==> config.mk <==
export PLATFORM = sky130hd
export DESIGN_NAME = store_trace_capture
export DESIGN_NICKNAME = d
export VERILOG_FILES = /design/src/rtl/store_trace_pkg.sv /design/src/rtl/trace_fifo.sv /design/src/rtl/store_trace_capture.sv
export SDC_FILE = /design/constraint.sdc
export NUM_CORES = 1
export LEC_CHECK = 0
export BUFFER_PORTS_ARGS = -buffer_cell sky130_fd_sc_hd__buf_2
export CAP_MARGIN = 10
export CORE_MARGIN = 2
export CORE_UTILIZATION = 66
export DETAILED_ROUTE_END_ITERATION = 7
export GPL_ROUTABILITY_DRIVEN = 0
export PLACE_DENSITY = 0.85
export SYNTH_ARGS = -nofsm -noshare
export SYNTH_HDL_FRONTEND = slang
export SYNTH_SLANG_ARGS = --single-unit
==> constraint.sdc <==
create_clock -name clk -period 18.7 [get_ports clk]
set_clock_uncertainty 0.15 [all_clocks]
set_input_delay 1.87 -clock clk [delete_from_list [all_inputs] [get_ports clk]]
set_output_delay 1.87 -clock clk [all_outputs]
set_load 0.1 [all_outputs]
==> src/rtl/store_trace_pkg.sv <==
// Shared types and helpers for the store trace capture block.
// Optional feature macro: STORE_TRACE_TIMESTAMP_EN (adds a cycle timestamp per entry).
package store_trace_pkg;

    // Saturation value for the dropped-store counter
    localparam logic [15:0] DROP_SAT = 16'hFFFF;

    // One captured store
    typedef struct packed {
        logic [31:0] addr;
        logic [31:0] data;
`ifdef STORE_TRACE_TIMESTAMP_EN
        logic [31:0] tstamp;
`endif
    } trace_entry_t;

    // Word-aligned and inside [base, base + 4*words); 33-bit compare so a window
    // ending at the top of the address space does not wrap
    function automatic logic window_hit(input logic [31:0] addr,
                                        input logic [31:0] base,
                                        input int unsigned words);
        logic [32:0] lim;
        lim = {1'b0, base} + (33'(words) << 2);
        return (addr[1:0] == 2'b00) && (addr >= base) && ({1'b0, addr} < lim);
    endfunction

endpackage

==> src/rtl/trace_fifo.sv <==
// Synchronous FIFO for trace entries; push/pop arrive pre-qualified from the
// parent. Storage is not reset, only pointers and occupancy.
module trace_fifo
    import store_trace_pkg::*;
#(
    parameter int unsigned DEPTH   = 16,
    parameter type         entry_t = trace_entry_t
) (
    input  logic                     clk,
    input  logic                     reset,
    input  logic                     clr,
    input  logic                     push,
    input  logic                     pop,
    input  entry_t                   wdata,
    output entry_t                   rdata,
    output logic                     valid,
    output logic                     full,
    output logic [$clog2(DEPTH):0]   count
);

    localparam int unsigned AW = $clog2(DEPTH);
    localparam int unsigned CW = AW + 1;

    entry_t          mem [DEPTH];
    logic [AW-1:0]   wr_ptr;
    logic [AW-1:0]   rd_ptr;

    // Pointer and occupancy update; pointers wrap naturally at DEPTH
    always_ff @(posedge clk or negedge reset) begin
        if (!reset) begin
            wr_ptr <= '0;
            rd_ptr <= '0;
            count  <= '0;
        end else if (clr) begin
            wr_ptr <= '0;
            rd_ptr <= '0;
            count  <= '0;
        end else begin
            if (push) wr_ptr <= wr_ptr + 1'b1;
            if (pop)  rd_ptr <= rd_ptr + 1'b1;
            count <= count + CW'(push) - CW'(pop);
        end
    end

    // Entry storage; when full with push+pop the write lands in the slot being
    // read out this same edge, which is safe since the read is combinational
    always_ff @(posedge clk) begin
        if (push && !clr) mem[wr_ptr] <= wdata;
    end

    // Head of queue and status flags
    always_comb begin
        rdata = mem[rd_ptr];
        valid = (count != '0);
        full  = (count == CW'(DEPTH));
    end

endmodule

==> src/rtl/store_trace_capture.sv <==
// Captures processor stores that fall inside an address window into a FIFO,
// tracks dropped stores, and latches a completion code.
// Optional feature macro: STORE_TRACE_TIMESTAMP_EN (out_tstamp port + cycle counter).
module store_trace_capture
    import store_trace_pkg::*;
#(
    parameter logic [31:0] BASE_ADDR    = 32'h00000400,
    parameter int unsigned WINDOW_WORDS = 64,
    parameter logic [31:0] DONE_ADDR    = 32'h000003FC,
    parameter int unsigned DEPTH        = 16
) (
    input  logic                     clk,
    input  logic                     reset,
    input  logic                     MemWrite,
    input  logic [31:0]              DataAdr,
    input  logic [31:0]              WriteData,
    input  logic                     clr,
    output logic                     out_valid,
    input  logic                     out_ready,
    output logic [31:0]              out_addr,
    output logic [31:0]              out_data,
    output logic [$clog2(DEPTH):0]   count,
    output logic                     overflow,
    output logic [15:0]              drop_count,
    output logic                     done,
    output logic [31:0]              done_code
`ifdef STORE_TRACE_TIMESTAMP_EN
    ,
    output logic [31:0]              out_tstamp
`endif
);

    logic         hit_done;
    logic         cap;
    logic         pop;
    logic         push;
    logic         drop;
    logic         full;
    trace_entry_t wentry;
    trace_entry_t rentry;

`ifdef STORE_TRACE_TIMESTAMP_EN
    logic [31:0]  tstamp;

    // Free-running cycle counter stamped onto each entry
    always_ff @(posedge clk or negedge reset) begin
        if (!reset) tstamp <= '0;
        else        tstamp <= tstamp + 32'd1;
    end
`endif

    // Address decode and push/drop qualification; the completion address is never queued
    always_comb begin
        hit_done = MemWrite && (DataAdr == DONE_ADDR);
        cap      = MemWrite && window_hit(DataAdr, BASE_ADDR, WINDOW_WORDS) && !hit_done;
        pop      = out_valid && out_ready;
        push     = cap && (!full || pop);
        drop     = cap && full && !pop;
        wentry      = '0;
        wentry.addr = DataAdr;
        wentry.data = WriteData;
`ifdef STORE_TRACE_TIMESTAMP_EN
        wentry.tstamp = tstamp;
`endif
    end

    trace_fifo #(
        .DEPTH   (DEPTH),
        .entry_t (trace_entry_t)
    ) u_fifo (
        .clk   (clk),
        .reset (reset),
        .clr   (clr),
        .push  (push),
        .pop   (pop),
        .wdata (wentry),
        .rdata (rentry),
        .valid (out_valid),
        .full  (full),
        .count (count)
    );

    // Output entry fields
    always_comb begin
        out_addr = rentry.addr;
        out_data = rentry.data;
`ifdef STORE_TRACE_TIMESTAMP_EN
        out_tstamp = rentry.tstamp;
`endif
    end

    // Sticky overflow, saturating drop counter and first-completion latch
    always_ff @(posedge clk or negedge reset) begin
        if (!reset) begin
            overflow   <= 1'b0;
            drop_count <= '0;
            done       <= 1'b0;
            done_code  <= '0;
        end else if (clr) begin
            overflow   <= 1'b0;
            drop_count <= '0;
            done       <= 1'b0;
            done_code  <= '0;
        end else begin
            if (drop) begin
                overflow <= 1'b1;
                if (drop_count != DROP_SAT) drop_count <= drop_count + 16'd1;
            end
            if (hit_done && !done) begin
                done      <= 1'b1;
                done_code <= WriteData;
            end
        end
    end

endmodule

==> metrics <==
H-tree Lvls=3; post_cts resized=0; CP required=16.68 ns; post-synth top area cell=edfxtp_1; die area=64800 µm²; via count=21200; most common cell in the synthesized netlist=edfxtp_1; Mapped Area=41400 µm²; Routed WL=107000 µm; Final period util=0.378; Yosys cell types=42; fmax=141 MHz; postcts setup bufs=0; Leakage=14.9 nW; EDFF count, synth=1024; Area growth, synth to finish=12.8%; sequential cell area fraction in the yosys report=0.780; crit path time final=7.07 ns; ys async rst share=0.0580; status=finished, final reports clean; Hold Vio Cnt, Final=0; Yosys reg bits=1087; Core Region=61900 µm²; adder-cell share of the synthesized area=0.00411; Inserted Clock Buffers=102; Post-synth top cells=edfxtp_1 (1024), mux4_2 (320), dfrtp_1 (63); crit path kind=reg -> out; nets@finish=2047; vias per cell=7.35; RSZ-0062 raised after global routing=false; Post-DRT Antenna Nets=0; xor and xnor area share after synthesis=0.00148; Avg WL per Cell=37.2 µm; CTS Hold Buffers Added=0; DP Area=43500 µm²; main combinational cell family by area after synthesis=multiplexers; Yosys warning count=0; slowest CP cell=dfrtp_4; post-synth net total=1808; clock buffer depth=3; CTS tree=built; Die Y=255 µm; layout cells sized above 1=0.355; row cnt=91; relative slew slack=0.164; Port Buf Inserts=188; Synth Area in Simple Gates=0.0172; final setup violation count=0; Initial Util=0.669; vias in the first global route=21900; pwr/cell area=131 nW/µm²; Avg Cell Area, Syn=24.0 µm²; Mapped Cells=1726; CP max stage delay=1.06 ns; DR iter-0 viols=3457; clock slew seen by the registers of the worst setup and hold paths=0.06 ns; synth top area cells=edfxtp_1 (74%), mux4_2 (17%), dfrtp_1 (3.8%); Synth Flop Type=edfxtp_1; later-pin clock latency in the skew report=0.66 ns; CP endpoint kind=output port; clk root buf=clkbuf_16; CP Launch Type=flip-flop; dpl hpwl=50000 µm; GRT Residual Overflow=0; most frequent CP cell=mux4_2; Slew Viols, Final=0; HP Class=reg -> reg; Max-Cap Viols=0; Crit Path Max Fanout=124; post-synthesis mux area share=0.176; first-pass GRT wire length=156000 µm; CP arrival=5.05 ns; # DRC=0; initial antenna violation count=7; Global Route Usage Sum=0.345; largest net degree at the start of global routing=189; Horiz. Die Dim=255 µm; CTS Sinks=1087; setup_tns=0 ns; Synth top area share=0.742; complex-gate fraction of the synthesized area=0.0108; io pins=189; worst path cell trace=buf_12, buf_4, mux4_2, mux4_2, buf_2; Final Cell Area=46700 µm²; VDD IR max=0.189 mV; DR pass1 iterations=5; worst slew pin tran=1.25 ns
[metal layers]
metal	wire, µm	track usage	share of wire	vias up
met2	54600	0.560	0.51	1901
met4	3820	0.127	0.036	4
li1	-	-	-	7896
met5	27	0	0.00025	-
met3	11900	0.0687	0.11	265
met1	37200	0.478	0.35	11200
[sequential cells by signal (all words and copies together), names as in the netlist]
register / cells
u_fifo.mem: 1024
u_fifo.count: 5
u_fifo.wr_ptr: 4
done_code: 32
done: 1
u_fifo.rd_ptr: 4
overflow: 1
drop_count: 16
[layout by cell type (no fill, tap or decap), drive strengths merged, types with 12 or more instances in the layout]
cell,synthesis,layout
clkbuf,54,133
nand2,12,12
clkinv,0,40
nor3,17,17
a22o,32,32
mux4,320,320
dfrtp,63,63
nor2,26,26
edfxtp,1024,1024
ha,12,12
a21oi,16,16
buf,38,227
inv,16,20
nor4,12,12
[final timing paths]
kind,depth (start not counted),slack [ns],to,from
max in group asynchronous,1,16.43,u_fifo.rd_ptr[1]$_DFFE_PN0P_,reset
worst max-delay path,5,11.63,out_addr[30],u_fifo.rd_ptr[0]$_DFFE_PN0P_
worst min register to register,1,0.35,done_code[3]$_DFFE_PN0P_,done_code[3]$_DFFE_PN0P_
min in group asynchronous,1,1.22,done_code[7]$_DFFE_PN0P_,reset
worst min-delay path,1,0.35,done_code[3]$_DFFE_PN0P_,done_code[3]$_DFFE_PN0P_
worst max register to register,8,14.73,u_fifo.mem[11][24]$_DFFE_PP_,u_fifo.count[2]$_DFF_PN0_
[report_power, final]
group / leakage [nW] / switching, mW / internal [mW]
Combinational: 3.20 / 0.856 / 0.502
Clock: 1.60 / 0.906 / 1.16
Sequential: 10.1 / 0.0548 / 2.67
Total: 14.9 / 1.82 / 4.32
[critical path: cells and delay by family (launching register included)]
family                 cells  cell delay [ns]
muxes                      2             1.21
buffers and inverters      3             1.91
DFF                        1             1.06
[through the flow]
| step | std cells | setup slack (ns) | power, mW | hold slack [ns] | utilization |
|---|---|---|---|---|---|
| finish | 2891 | 11.63 | 6.14 | 0.354 | 0.755 |
| global route | 2890 | 11.23 | 6.29 | 0.377 | 0.755 |
| CTS | 2886 | 11.45 | 6.16 | 0.359 | 0.754 |
| detailed placement | 2698 | 12.19 | 4.11 | 0.337 | 0.702 |
| global placement | 2698 | 12.26 | 4.07 | 0.333 | 0.702 |
| floorplan | 1726 | 8.41 | 3.86 | 0.413 | - |
[kinds of logic (layout without fill, tap and decap cells)]
logic type | after synthesis | in the layout
flip-flops | 1087 | 1087
adder cells (fa/ha/maj) | 13 | 13
other | 0 | 5
multiplexers | 326 | 326
AO/OA/AOI/OAI | 62 | 62
buffers and inverters | 108 | 431
AND/OR/NAND/NOR | 123 | 123
XOR/XNOR | 7 | 7
[area by class of cell]
class / count / area [µm²]
multi-input combinational: 531 / 8770
antenna: 5 / 12.5
inverter: 16 / 60.1
sequential: 1087 / 32300
clock buffer: 133 / 2730
timing repair buffer: 227 / 1260
fill: 2996 / 15200
clock inverter: 55 / 520
tap: 837 / 1050
(Power assumes the default switching activity.)
